**src/rtl/blink_pkg.sv**
```systemverilog
// Shared types and helpers for the blink_array LED blinker.
package blink_pkg;

  // Per-channel operating mode, encoded exactly as the mode switches are wired.
  typedef enum logic [1:0] {
    MODE_OFF     = 2'b00,
    MODE_ON      = 2'b01,
    MODE_BLINK   = 2'b10,
    MODE_ONESHOT = 2'b11
  } mode_e;

  // Clock cycles per millisecond tick, never less than one.
  function automatic int calc_tick_div(input int clk_hz);
    int div;
    div = clk_hz / 1000;
    if (div < 1) div = 1;
    return div;
  endfunction

  // A zero period would never terminate a phase, so it behaves as one ms.
  function automatic logic [31:0] clamp_period(input logic [31:0] p);
    return (p == 32'd0) ? 32'd1 : p;
  endfunction

endpackage

```
**src/rtl/blink_channel.sv**
```systemverilog
// One LED channel: pending (loaded) and active mode/period, ms counter and LED register.
// A load only updates the pending settings; the active settings follow one edge later,
// except a same-mode BLINK reload, whose period is adopted at the next toggle.
module blink_channel
  import blink_pkg::*;
#(
  parameter int PER_W = 14
) (
  input  logic             clk,
  input  logic             rst,
  input  logic             tick_i,
  input  logic             load_i,
  input  logic [1:0]       mode_i,
  input  logic [PER_W-1:0] period_i,
  output logic             led_o
);

  mode_e            pend_mode_q, pend_mode_d;
  mode_e            act_mode_q,  act_mode_d;
  logic [PER_W-1:0] pend_per_q,  pend_per_d;
  logic [PER_W-1:0] act_per_q,   act_per_d;
  logic [PER_W-1:0] cnt_q,       cnt_d;
  logic             led_q,       led_d;
  logic             apply_q,     apply_d;

  logic [PER_W-1:0] period_clamped;
  logic             phase_end;
  logic             restart;

  assign period_clamped = PER_W'(clamp_period(32'(period_i)));
  assign phase_end      = (cnt_q == act_per_q - 1'b1);
  // A fresh load restarts the channel when the mode changes; ONESHOT restarts even on a same-mode reload.
  assign restart        = apply_q && ((pend_mode_q != act_mode_q) || (pend_mode_q == MODE_ONESHOT));

  // Next-state for pending settings, active mode, counter and LED.
  always_comb begin
    pend_mode_d = pend_mode_q;
    pend_per_d  = pend_per_q;
    act_mode_d  = act_mode_q;
    act_per_d   = act_per_q;
    cnt_d       = cnt_q;
    led_d       = led_q;
    apply_d     = 1'b0;

    if (load_i) begin
      pend_mode_d = mode_e'(mode_i);
      pend_per_d  = period_clamped;
      apply_d     = 1'b1;
    end

    if (restart) begin
      act_mode_d = pend_mode_q;
      act_per_d  = pend_per_q;
      cnt_d      = '0;
      led_d      = (pend_mode_q != MODE_OFF);
    end else if (tick_i) begin
      case (act_mode_q)
        MODE_BLINK: begin
          if (phase_end) begin
            led_d     = ~led_q;
            cnt_d     = '0;
            // A load landing in the same cycle as the toggle still shapes the next phase.
            act_per_d = pend_per_d;
          end else begin
            cnt_d = cnt_q + 1'b1;
          end
        end
        MODE_ONESHOT: begin
          if (phase_end) begin
            led_d      = 1'b0;
            cnt_d      = '0;
            act_mode_d = MODE_OFF;
          end else begin
            cnt_d = cnt_q + 1'b1;
          end
        end
        default: cnt_d = '0;
      endcase
    end
  end

  // Channel state register.
  always_ff @(posedge clk or posedge rst) begin
    if (rst) begin
      pend_mode_q <= MODE_OFF;
      act_mode_q  <= MODE_OFF;
      pend_per_q  <= PER_W'(1);
      act_per_q   <= PER_W'(1);
      cnt_q       <= '0;
      led_q       <= 1'b0;
      apply_q     <= 1'b0;
    end else begin
      pend_mode_q <= pend_mode_d;
      act_mode_q  <= act_mode_d;
      pend_per_q  <= pend_per_d;
      act_per_q   <= act_per_d;
      cnt_q       <= cnt_d;
      led_q       <= led_d;
      apply_q     <= apply_d;
    end
  end

  assign led_o = led_q;

endmodule

```
**src/rtl/blink_array.sv**
```systemverilog
// N-channel LED blinker top: shared ms prescaler, key synchroniser/edge detect,
// channel select decode and load acknowledge. Optional key debounce is built
// when BLINK_DEBOUNCE_EN is defined.
module blink_array
  import blink_pkg::*;
#(
  parameter int CLK_HZ      = 50_000_000,
  parameter int N_CH        = 4,
  parameter int PER_W       = 14,
  parameter int DEBOUNCE_MS = 8,
  localparam int CH_W       = (N_CH > 1) ? $clog2(N_CH) : 1
) (
  input  logic             clk,
  input  logic             rst,
  input  logic             key_load_n,
  input  logic [CH_W-1:0]  sel,
  input  logic [1:0]       mode,
  input  logic [PER_W-1:0] period,
  output logic [N_CH-1:0]  led,
  output logic             tick_ms,
  output logic             load_ack
);

  localparam int TICK_DIV = calc_tick_div(CLK_HZ);
  localparam int PRE_W    = (TICK_DIV > 1) ? $clog2(TICK_DIV) : 1;
  localparam logic [PRE_W-1:0] PRE_LAST = PRE_W'(TICK_DIV - 1);

  logic [PRE_W-1:0] presc_q, presc_d;
  logic             key_meta_q, key_sync_q;
  logic             key_lvl;
  logic             key_prev_q;
  logic             load_q;
  logic             ack_q;
  logic             sel_ok;

  assign tick_ms = (presc_q == PRE_LAST);
  assign presc_d = tick_ms ? '0 : presc_q + 1'b1;

  // Millisecond prescaler shared by every channel.
  always_ff @(posedge clk or posedge rst) begin
    if (rst) presc_q <= '0;
    else     presc_q <= presc_d;
  end

  // Two-flop synchroniser; idle (released) key reads as 1.
  always_ff @(posedge clk or posedge rst) begin
    if (rst) begin
      key_meta_q <= 1'b1;
      key_sync_q <= 1'b1;
    end else begin
      key_meta_q <= key_load_n;
      key_sync_q <= key_meta_q;
    end
  end

`ifdef BLINK_DEBOUNCE_EN
  localparam int DB_W = $clog2(DEBOUNCE_MS + 1);
  localparam logic [DB_W-1:0] DB_LAST = DB_W'(DEBOUNCE_MS - 1);

  logic            db_level_q, db_level_d;
  logic [DB_W-1:0] db_cnt_q,   db_cnt_d;

  // Accept a new key level only after it has differed for DEBOUNCE_MS consecutive ticks.
  always_comb begin
    db_level_d = db_level_q;
    db_cnt_d   = db_cnt_q;
    if (key_sync_q == db_level_q) begin
      db_cnt_d = '0;
    end else if (tick_ms) begin
      if (db_cnt_q == DB_LAST) begin
        db_level_d = key_sync_q;
        db_cnt_d   = '0;
      end else begin
        db_cnt_d = db_cnt_q + 1'b1;
      end
    end
  end

  // Debounce state register.
  always_ff @(posedge clk or posedge rst) begin
    if (rst) begin
      db_level_q <= 1'b1;
      db_cnt_q   <= '0;
    end else begin
      db_level_q <= db_level_d;
      db_cnt_q   <= db_cnt_d;
    end
  end

  assign key_lvl = db_level_q;
`else
  logic unused_debounce;
  assign unused_debounce = (DEBOUNCE_MS != 0);
  assign key_lvl         = key_sync_q;
`endif

  assign sel_ok = (int'(sel) < N_CH);

  // Falling-edge detect on the key level produces a single-cycle load; ack follows for valid channels.
  always_ff @(posedge clk or posedge rst) begin
    if (rst) begin
      key_prev_q <= 1'b1;
      load_q     <= 1'b0;
      ack_q      <= 1'b0;
    end else begin
      key_prev_q <= key_lvl;
      load_q     <= key_prev_q & ~key_lvl;
      ack_q      <= load_q & sel_ok;
    end
  end

  assign load_ack = ack_q;

  generate
    for (genvar gi = 0; gi < N_CH; gi++) begin : g_ch
      logic ch_load;
      assign ch_load = load_q && (int'(sel) == gi);

      blink_channel #(
        .PER_W (PER_W)
      ) u_ch (
        .clk      (clk),
        .rst      (rst),
        .tick_i   (tick_ms),
        .load_i   (ch_load),
        .mode_i   (mode),
        .period_i (period),
        .led_o    (led[gi])
      );
    end
  endgenerate

endmodule

```
**config.mk**
```make
export PLATFORM = sky130hd
export DESIGN_NAME = blink_array
export DESIGN_NICKNAME = d
export VERILOG_FILES = /design/src/rtl/blink_pkg.sv /design/src/rtl/blink_channel.sv /design/src/rtl/blink_array.sv
export SDC_FILE = /design/constraint.sdc
export NUM_CORES = 1
export LEC_CHECK = 0
export ABC_AREA = 1
export ABC_CLOCK_PERIOD_IN_PS = 17400
export BUFFER_PORTS_ARGS = -buffer_cell sky130_fd_sc_hd__buf_2
export CORE_ASPECT_RATIO = 0.9
export CORE_MARGIN = 5
export CORE_UTILIZATION = 55
export DETAILED_ROUTE_END_ITERATION = 10
export PLACE_DENSITY = 0.8
export SLEW_MARGIN = 20
export SYNTH_ARGS = -nofsm -noshare
export SYNTH_HDL_FRONTEND = slang
export SYNTH_SLANG_ARGS = --single-unit
```
**constraint.sdc**
```tcl
create_clock -name clk -period 17.4 [get_ports clk]
set_input_delay 2.61 -clock clk [delete_from_list [all_inputs] [get_ports clk]]
set_output_delay 2.61 -clock clk [all_outputs]
set_load 0.005 [all_outputs]
```
; ---- Word level (Yosys, flattened, before mapping)
; Cells that the tools add are included.
[classes]
addsub = 9
n_eq_ne = 32
n_mux = 78
bitwise_logic = 6
n_reduce_logical = 54
[ops]
columns = operator, n
row1 = 14-bit two-way mux, 37
row2 = 14-bit by 1-bit adder with 14-bit output (second input constant), 4
row3 = 14-bit == test, 4
row4 = 14-bit by 1-bit subtractor with 14-bit output (second input constant), 4
row5 = 2-bit nonzero test, 20
row6 = 2-bit two-way mux, 16
row7 = 2-bit == test (second input constant), 14
row8 = 3-bit by 1-bit inequality test with 1-bit output (second input constant), 8
row9 = 3-bit AND reduction, 8
row10 = 1-bit two-way mux, 20
row11 = 16-bit by 1-bit adder with 16-bit output (second input constant), 1
row12 = 16-bit == test (second input constant), 1
row13 = 16-bit two-way mux, 1
row14 = 4-bit AND reduction, 4
row15 = 14-bit zero test, 1
row16 = 3-bit nonzero test, 4
row17 = 1-bit logical AND, 8
row18 = 2-bit inequality test, 4
row19 = 1-bit case mux with 2 select lines, 4
row20 = 2-bit OR reduction, 4
row21 = 1-bit NOT, 5
row22 = 1-bit logical OR, 4
row23 = 2-bit by 1-bit == test with 1-bit output (second input constant), 1
row24 = 2-bit zero test, 1
row25 = 1-bit bitwise AND, 1
[totals]
reg_bits = 213
in_bits = 21
elab_cells = 213

; ---- Logic depth before layout (Yosys ltp)
; Gate-level depths: netlist (run 1).
[logic_depth]
depth_word = 7
mapped_depth = 16
mapped_depth_nobuf = 16

; ---- Modules after synthesis
; From an unflattened synthesis (run 1), not the netlist that was laid out.
[unflattened]
hier_cells = 1817
area_unflattened_um2 = 12947.4
[modules_own_cells]
columns = module, instances, cells_each, area_each_um2, seq_area_each_um2
row1 = blink_channel at g_ch[0].u_ch ..., 3, 422, 2972.9, 1203.7
row2 = blink_channel at g_ch[3].u_ch, 1, 415, 2980.4, 1203.7
row3 = blink_array, 1, 136, 1048.5, 529.3

; ---- Least setup slack after synthesis (run 1)
; OpenSTA, ideal clock, no wires.
[synth_timing]
path_kind = reg-to-output
startpoint = register presc_q[0]
endpoint = output port tick_ms
t_arrival_ns = 1.209
required_ns = 14.790
slack_ns = 13.581
path_stages_with_launch = 8
n_path_buf = 0
cell_sequence = dfrtp_1 > ha_1 > nand2_1 > nor2_2 > inv_1 > nor2_2 > nand4_2 > inv_1
[synth_via]
elab_chain_cells = 1
[synth_rtl]
columns = item, line
row1 = "start, declared", blink_array.sv:28  ; logic [PRE_W-1:0] presc_q, presc_d;
row2 = "start signal, assigned", blink_array.sv:42  ; else presc_q <= presc_d;
row3 = 16-bit == test, blink_array.sv:36  ; assign tick_ms = (presc_q == PRE_LAST);
row4 = "end, declared", blink_array.sv:20  ; output logic tick_ms,
; Every way passes these cells.

; ---- Worst setup path after layout (run 1)
; Same ends and word-level chain as after synthesis.

==> results_dict.tcl, run 1 <==
set metrics [dict create \
    end_kind "primary output" \
    r2r-end "g_ch[2].u_ch.cnt_q[13]" \
    synthXorXnorAreaFrac 0.06595 \
    tns_ns 0 \
    syn_to_final_growth_pct 9.501 \
    finClkSkew_ns 0.01209 \
    cts.sink_count 213 \
    grt_usage 0.2165 \
    p_leak_nw 6.791 \
    synthFlopType "dfrtp_1" \
    tightest_slew_ns 1.067 \
    worst-endpoint-arrival_ns 2.22 \
    post_cts_resized 0 \
    fillers 2005 \
    grt_pass1_vias 10183 \
    criticalPathCategory "flop to primary output" \
    drive_gt1_frac 0.09895 \
    drt_iter0_drc 800 \
    rsz0062_at_grt "false" \
    p_int_w 0.001139 \
    critPathRequiredTime_ns 14.79 \
    start_util 0.5604 \
    ys_types 46 \
    antennaDiodeCount 0 \
    numPortBuffers 26 \
    dp_hpwl_mm 19.72 \
    start_kind "flop" \
    postCtsSetupRepairBufs 0 \
    setup_viol 0 \
    seq_area_um2 5344 \
    row_count 52 \
    synth_top_family_by_area "simple AND/OR/NAND/NOR gates" \
    reg2reg_from "presc_q[0]" \
    cts_tree "yes" \
    die-area_um2 26070 \
    synthMuxAreaShare 0.0007934 \
    synthAdderAreaFrac 0.008926 \
    antenna_found_initial 0 \
    gp_congestion 0.9168 \
    p_clk_frac 0.311 \
    die_h_um 153.7 \
    crit_fanout 7 \
    multi_input_area_um2 6191 \
    wire_per_inst_um 14.14 \
    path_clk_slew_ns 0.06 \
    cts-root-buf "clkbuf_16" \
    syn_nets 1716 \
    routed_wl_mm 28.36 \
    path_depth 8 \
    hold_path.class "flop to flop" \
    status "completed" \
    power.density_nw_per_um2 129.8 \
    vdd_ir_drop_max_mv 0.09201 \
    fmax_mhz 207.0 \
    power_switching_w 0.0006537 \
    slew_violations 0 \
    synth-async-reset-ratio 1.000 \
    clock_latency_ns 0.52 \
    finalCritPeriodShare 0.2777 \
    hold_viol 0 \
    cp_cell_sequence "ha_1, nand2_1, nor2_2, inv_1, nor2_2, nand4_2, inv_1, buf_2" \
    critPathSlowestCell "dfrtp_1" \
    syn-instance-count 1686 \
    grt_max_degree 152 \
    slew-limit-headroom 0.2838 \
    synth.avg_cell_area_um2 7.483 \
    synth_compound_area_frac 0.09045 \
    ys_seq_elements 213 \
    core_um2 22510 \
    yosys.area_share.simple 0.3225 \
    dr.pass1.iters 6 \
    maxCapViolations 0 \
    vias 10808 \
    htree_levels 1 \
    fin_nets 1720 \
    syn-cell-area_um2 12620 \
    critical_path_buf_inv_count 3 \
    viasPerCell 5.391 \
    ys_warn_count 0 \
    seq_area_frac_synth 0.4236 \
    cts_hold_buf 0 \
    ff2ff_setup_slack_ns 14.48 \
    stdcell_area_um2 13810 \
    synth-edff-count 0 \
    fp.dieW_um 169.6 \
    grt_pass1_wl_mm 48.19 \
    p_comb_frac 0.317 \
    placed_area_um2 12920 \
    swShare 0.3646 \
    sequentialPowerShare 0.372 \
    r2r_cells 13 \
    drtAntennaViolNets 0 \
    max_stage_delay_ns 0.36 \
    cts_buffers 24 \
    min_period_ns 4.832 \
    endpoint "tick_ms" \
    drc 0 \
    grt_overflow 0 \
    critPathLaunch "presc_q[0]" \
    pin_count 27 \
    crit_family "simple AND/OR/NAND/NOR gates" \
    cts_max_path_buffers 3 \
]
## power groups by stage
stage          registers, W  clock network (W)  logic, W
4_1_cts            0.000666           0.000566  0.000568
2_1_floorplan      0.000648                  0  0.000468
3_3_place_gp       0.000671                  0  0.000544
6_report           0.000667           0.000557  0.000569
3_5_place_dp       0.000673                  0  0.000563
5_1_grt            0.000678           0.000590  0.000654
## how the worst min path moves through the flow
stage	start	depth (start not counted)	to	slack (ns)
after floorplan	key_meta_q	0	key_lvl	0.35
after detailed placement	key_meta_q	0	key_lvl	0.35
after global routing	key_lvl	0	key_prev_q	0.37
after CTS	key_meta_q	0	key_lvl	0.36
after global placement	key_meta_q	0	key_lvl	0.35
final	key_meta_q	0	key_lvl	0.35
## state kept, by name (all words and copies together) (netlist names)
name	count
g_ch.u_ch.act_mode_q	8
g_ch.u_ch.pend_per_q	56
presc_q	16
g_ch.u_ch.act_per_q	56
g_ch.u_ch.apply_q	4
key_meta_q	1
load_q	1
load_ack	1
g_ch.u_ch.cnt_q	56
g_ch.u_ch.led_o	4
key_prev_q	1
key_lvl	1
g_ch.u_ch.pend_mode_q	8
## kinds of logic (layout without fill, tap and decap cells)
family | Yosys count | count (layout)
AND/OR/NAND/NOR | 883 | 883
flip-flops | 213 | 213
AO/OA/AOI/OAI | 213 | 213
multiplexers | 1 | 1
adder cells (fa/ha/maj) | 9 | 9
XOR/XNOR | 95 | 95
buffers and inverters | 272 | 294
## worst register-to-register path, cell delays in order (launching register included)
cell and delay (ns):
dfrtp_1 0.36, ha_1 0.19, nand2_1 0.07, nor2_2 0.13, inv_1 0.09, nor2_1 0.09, nand2_1 0.28, nand2_1 0.90
nand4_1 0.27, nor2_1 0.20, nand2_1 0.07, nand2_1 0.06, inv_1 0.03, nor2_1 0.09
## cells in the final DEF, fill, tap and decap left out, drive strengths merged, types with 5 or more instances in the layout
cell type	count
clkbuf	34
o21ai	158
bufinv	5
buf	38
ha	9
nor3	23
o22ai	28
and2	6
nand3b	5
a21oi	15
nor2	163
or2	9
dfrtp	202
inv	210
xnor2	21
nand3	145
clkinv	5
xor2	74
dfstp	11
nand2	456
o211ai	6
nand4	72
## through the flow
step	utilization	hold slack, ns	worst slack [ns]	power [W]	std cells
global placement	0.5741	0.3500	13.02	0.001215	1961
CTS	0.6132	0.3606	12.54	0.001800	2005
finish	0.6137	0.3543	12.57	0.001793	2005
global route	0.6137	0.3680	12.40	0.001922	2005
floorplan	-	0.3452	8.986	0.001116	1686
detailed placement	0.5741	0.3478	13.00	0.001237	1961
## layout make-up
cell class	count	area share
multi-input combinational	1201	0.4481
sequential	213	0.3868
inverter	212	0.05851
clock buffer	34	0.05063
tap	297	0.02690
timing repair buffer	38	0.01594
clock inverter	10	0.01304
## Yosys cell counts, types with 4 or more instances
cell type / number / area [um2]
nor3_2: 7 / 70.07
buf_2: 13 / 65.06
inv_1: 203 / 762.0
and2_1: 6 / 37.54
nor2_4: 8 / 90.09
ha_1: 9 / 112.6
o22ai_1: 28 / 175.2
xor2_1: 74 / 648.1
nand2_2: 8 / 50.05
nor2_1: 136 / 510.5
nor2_2: 19 / 118.9
nand2_1: 445 / 1670
nand3_2: 10 / 100.1
or2_1: 4 / 25.02
nor3_1: 16 / 80.08
o21ai_1: 9 / 45.04
nand4_1: 70 / 437.9
nand3_4: 4 / 70.07
nand3_1: 131 / 655.6
buf_6: 6 / 67.56
nand3b_1: 5 / 37.54
a21oi_1: 15 / 75.07
clkbuf_1: 30 / 112.6
o211ai_1: 6 / 45.04
dfstp_2: 11 / 289.0
or2_2: 4 / 25.02
xnor2_1: 21 / 183.9
o21ai_0: 148 / 740.7
buf_4: 6 / 45.04
dfrtp_1: 202 / 5055
inv_2: 8 / 30.03
## per-layer routing
layer  track usage  routed length [um]  vias to the layer above
met3       0.03363                1551                       56
met1        0.3074               13000                     5036
li1              -                   -                     5466
met4       0.05136                 586                        0
met5             0                   0                        -
met2        0.3508               13220                      250
Power figures use the tool's default switching activity.
==> run 2: changes to the inputs <==
ABC_CLOCK_PERIOD_IN_PS = 4350   (was 17400)
PLACE_DENSITY = 0.83   (was 0.8)
clock period = 4.35 ns   (was 17.4 ns; I/O delays follow)
==> run 2 against run 1 <==
  * Die area did not move
  * Non-clock buffer count rose by 7
  * Utilization fell by 0.46 points
  * Cell count rose by 0.20%
  * Clock-buffer cell count fell by 1
  * Largest power group unchanged
==> results_dict.tcl, run 2 (same netlist as run 1, synthesis figures left out) <==
set metrics [dict create \
    viasPerCell 5.510 \
    row_count 52 \
    finalCritPeriodShare 0.6779 \
    cts_buffers 23 \
    hold_path.class "input pin to async pin" \
    fmax_mhz 339.1 \
    fp.dieW_um 169.6 \
    drc 0 \
    setup_viol 0 \
    cts_hold_buf 0 \
    core_um2 22510 \
    die_h_um 153.7 \
    dp_cells 1968 \
    cts_max_path_buffers 3 \
    drt_iter0_drc 864 \
    critPathRequiredTime_ns 3.70 \
    finalWorstSetupSlack_ns 1.401 \
    layout_common_cells "nand2_1 (445), inv_1 (202), dfrtp_1 (202), o21ai_0 (147), nor2_1 (136)" \
    path_clk_slew_ns 0.06 \
    p_leak_nw 6.753 \
    crit_fanout 7 \
    cts.sink_count 213 \
    grt_max_degree 76 \
    cp_cell_sequence "ha_1, nand2_1, nor2_2, inv_1, nor2_2, nand4_2, inv_1, buf_2" \
    numPortBuffers 26 \
    start_kind "flop" \
    die-area_um2 26070 \
    status "completed" \
    vias 11069 \
    cts_tree "yes" \
    maxCapViolations 0 \
    fin_nets 1726 \
    hold_viol 0 \
    grt_pass1_vias 10484 \
    worst-endpoint-arrival_ns 2.30 \
    vdd_ir_drop_max_mv 0.4328 \
    min_period_ns 2.949 \
    finClkSkew_ns 0.01345 \
    power.density_nw_per_um2 503.4 \
    drive_gt1_frac 0.09871 \
    cts-root-buf "clkbuf_16" \
    fillers 2000 \
    tightest_slew_ns 1.085 \
    grt_pass1_wl_mm 49.78 \
    grt_overflow 0 \
    gp_congestion 0.8657 \
    final_common_cell "nand2_1" \
    rsz0062_at_grt "false" \
    criticalPathCategory "flop to primary output" \
    syn_to_final_growth_pct 8.688 \
    postCtsSetupRepairBufs 0 \
    max_stage_delay_ns 0.39 \
    routed_wl_mm 29.19 \
    grt_usage 0.2238 \
    top_regs "g_ch.u_ch.act_per_q (56), g_ch.u_ch.cnt_q (56), g_ch.u_ch.pend_per_q (56)" \
    wire_per_inst_um 14.53 \
    end_kind "primary output" \
    slew_violations 0 \
    dp_hpwl_mm 20.72 \
    critPathSlowestCell "nand4_2" \
    pin_count 27 \
    slew-limit-headroom 0.2719 \
    antennaDiodeCount 0 \
    drtAntennaViolNets 0 \
    clock_latency_ns 0.52 \
    dr.pass1.iters 5 \
    htree_levels 1 \
    antenna_found_initial 0 \
    tns_ns 0 \
    place_ws_ns 1.585 \
    start_util 0.5604 \
    stdcell_count 2009 \
    post_cts_resized 0 \
]
-- run 2: changes by cell type in the layout (fill, tap and decap cells not counted) --
cell and change:
buf_4 +7, bufinv_16 -3, clkbuf_1 +2, clkbuf_16 -2, clkbuf_8 -1, clkinv_2 +1, clkinv_8 -1, inv_6 +1
nand2_1 +1, nand2_2 -1, o21ai_1 +1, o21ai_2 -1
-- run 2: worst paths after layout --
| check | start | to | slack [ns] | cells after the start |
|---|---|---|---|---|
| max in group asynchronous | rst | g_ch[0].u_ch.cnt_q[12] | 3.16 | 3 |
| hold / removal | rst | g_ch[0].u_ch.act_per_q[7] | 0.03 | 2 |
| setup / recovery | presc_q[0] | tick_ms | 1.40 | 8 |
| setup reg to reg | presc_q[0] | g_ch[0].u_ch.cnt_q[4] | 1.54 | 12 |
| hold reg to reg | key_meta_q | key_lvl | 0.36 | 0 |
| min in group clk | key_load_n | key_meta_q | 0.23 | 1 |
-- run 2: layer usage --
metal	share of wire	GRT usage	vias up
met5	0	0	-
met4	0.023	0.05366	0
met3	0.053	0.03415	59
met2	0.47	0.3600	308
met1	0.46	0.3206	5228
li1	-	-	5474
-- run 2: area by class of cell --
cell class	count	area, um2	area share
well taps	297	371.6	0.02710
multi-input cells	1201	6185	0.4510
clock inverters	8	96.34	0.007026
repair buffers	45	272.8	0.01989
inverters	212	799.5	0.05831
clock buffers	33	643.1	0.04690
flip-flops and latches	213	5344	0.3897
-- run 2: power by group --
group	switching (W)	internal, W
Sequential	0.000339	0.00233
Clock	0.000785	0.00115
Combinational	0.00149	0.000809
Total	0.00261	0.00429
-- run 2: worst max-delay path: cells and delay by family, from the launching register on --
| family | cells | cell delay (ns) |
|---|---|---|
| fa+ha+maj | 1 | 0.20 |
| flops | 1 | 0.37 |
| simple gates | 4 | 0.71 |
| buf+inv | 3 | 0.50 |
-- run 2: through the flow --
stage / total power, W / util / area (um2) / hold slack [ns]
2_1_floorplan: 0.004466 / - / 12620 / 0.3452
3_3_place_gp: 0.004848 / 0.5763 / 12970 / 0.3453
3_5_place_dp: 0.004958 / 0.5763 / 12970 / 0.3487
4_1_cts: 0.006923 / 0.6091 / 13710 / 0.01462
5_1_grt: 0.007417 / 0.6091 / 13710 / 0.02879
6_report: 0.006902 / 0.6091 / 13710 / 0.02584
==> run 3: changes to the inputs <==
ABC_CLOCK_PERIOD_IN_PS = 2600   (was 4350)
clock period = 2.6 ns   (was 4.35 ns; I/O delays follow)
==> run 3 against run 2 <==
  * Via count down 0.61%
  * Non-clock buffer count rose by 10
  * Total power increased by 69%
  * Final area up 1.2%
  * Die area did not move
  * Sequential share of layout area fell by 0.46 points
  * Combinational power up 68%
  * Largest power group unchanged
  * Highest routed layer unchanged
==> results_dict.tcl, run 3 (same netlist as run 1, synthesis figures left out) <==
set metrics [dict create \
    grt_overflow 0 \
    drive_gt1_frac 0.1050 \
    finalWorstSetupSlack_ns 0.1877 \
    drc 0 \
    cts_buffers 23 \
    critPathRequiredTime_ns 2.21 \
    drtAntennaViolNets 0 \
    start_kind "flop" \
    grt_max_degree 96 \
    dp_hpwl_mm 20.54 \
    gp_congestion 0.9035 \
    place_ws_ns 0.2128 \
    cp_cell_sequence "ha_1, nand2_1, nor2_2, inv_1, nor2_2, nand4_4, buf_4, inv_1, buf_2" \
    vdd_ir_drop_max_mv 0.5502 \
    clock_latency_ns 0.52 \
    end_kind "primary output" \
    final_common_cell "nand2_1" \
    finClkSkew_ns 0.01706 \
    tightest_slew_ns 1.067 \
    criticalPathCategory "flop to primary output" \
    numPortBuffers 26 \
    p_leak_nw 6.832 \
    htree_levels 1 \
    antenna_found_initial 0 \
    wire_per_inst_um 14.18 \
    fp.dieW_um 169.6 \
    slew_violations 0 \
    cts_max_path_buffers 3 \
    min_period_ns 2.412 \
    stdcell_area_um2 13880 \
    cts-root-buf "clkbuf_16" \
    pin_count 27 \
    drt_iter0_drc 891 \
    cts.sink_count 213 \
    setup_viol 0 \
    worst-endpoint-arrival_ns 2.02 \
    fin_nets 1736 \
    placed_area_um2 13080 \
    vias 11002 \
    cts_tree "yes" \
    grt_pass1_vias 10143 \
    slew-limit-headroom 0.2836 \
    status "completed" \
    max_stage_delay_ns 0.37 \
    die_h_um 153.7 \
    antennaDiodeCount 0 \
    dr.pass1.iters 5 \
    reg2reg_from "g_ch[2].u_ch.act_per_q[0]" \
    syn_to_final_growth_pct 9.987 \
    critPathLaunch "presc_q[0]" \
    power.density_nw_per_um2 838.9 \
    finalCritPeriodShare 0.9278 \
    grt_usage 0.2198 \
    seq_area_um2 5344 \
    hold_viol 0 \
    path_clk_slew_ns 0.07 \
    utilization 0.6164 \
    stdcell_count 2020 \
    critPathSlowestCell "dfrtp_1" \
    core_um2 22510 \
    viasPerCell 5.447 \
    die-area_um2 26070 \
    routed_wl_mm 28.64 \
    row_count 52 \
    maxCapViolations 0 \
    start_util 0.5604 \
    crit_fanout 4 \
    hold_start "mode[0]" \
    layout_common_cells "nand2_1 (445), inv_1 (202), dfrtp_1 (202), o21ai_0 (148), nor2_1 (136)" \
    dp_cells 1975 \
    fmax_mhz 414.5 \
    hold_path.class "input pin to flop" \
    rsz0062_at_grt "false" \
    fillers 1931 \
    grt_pass1_wl_mm 48.83 \
    multi_input_area_um2 6193 \
    top_regs "g_ch.u_ch.act_per_q (56), g_ch.u_ch.cnt_q (56), g_ch.u_ch.pend_per_q (56)" \
]
[run 3: cell types whose count changed in the layout (fill, tap and decap cells not counted), sizes merged]
cell and change:
buf +8, clkbuf -6, clkinv +4, dlygate4sd3 +2
bufinv +1, clkinvlp +1, inv +1
[run 3: area by class of cell]
cell class | count | share of cell area
multi-input cells | 1201 | 0.4463
flip-flops and latches | 213 | 0.3851
inverters | 212 | 0.05762
clock buffers | 27 | 0.04256
repair buffers | 55 | 0.02904
well taps | 297 | 0.02678
clock inverters | 15 | 0.01253
[run 3: path summary, 6_finish.rpt]
kind / end / slack [ns] / depth (start not counted)
setup / recovery: tick_ms / 0.19 / 9
hold / removal: g_ch[1].u_ch.pend_mode_q[0] / 0.20 / 3
setup reg to reg: g_ch[2].u_ch.act_per_q[5] / 0.22 / 12
hold reg to reg: key_lvl / 0.36 / 0
max in group asynchronous: g_ch[2].u_ch.act_per_q[0] / 1.45 / 4
min in group asynchronous: g_ch[0].u_ch.act_per_q[4] / 0.37 / 3
[run 3: repair_timing]
item | CTS | global route
endpoints found under the setup margin | 1 | 0
buffers inserted | 1 | 0
endpoints found under the hold margin | 6 | 0
hold buffers | 2 | 0
resized for setup | 1 | 0
[run 3: routing by layer]
metal | up-vias | track usage | wire [um]
met1 | 5206 | 0.3241 | 13080
met4 | 0 | 0.05289 | 554
met3 | 45 | 0.02465 | 1574
li1 | 5485 | - | -
met2 | 266 | 0.3493 | 13430
met5 | - | 0 | 0
[run 3: metrics by stage]
stage	power [W]	setup TNS, ns	hold WS [ns]
floorplan	0.007472	-111.34	0.3452
global placement	0.008153	0	0.3473
detailed placement	0.008328	0	0.3508
CTS	0.01168	0	0.1751
global route	0.01250	0	0.1820
finish	0.01164	0	0.1971
[run 3: power breakdown]
part	switching, W	internal, W
combinational	0.00249	0.00138
clock	0.00136	0.00195
sequential	0.000563	0.00390
total	0.00441	0.00723
[run 3: worst max-delay path, delay by kind of cell, from the launching register on]
kind                       cells  cell delay (ns)
buffers and inverters          4             0.50
and+or+nand+nor                4             0.45
DFF                            1             0.37
adders and majority gates      1             0.19
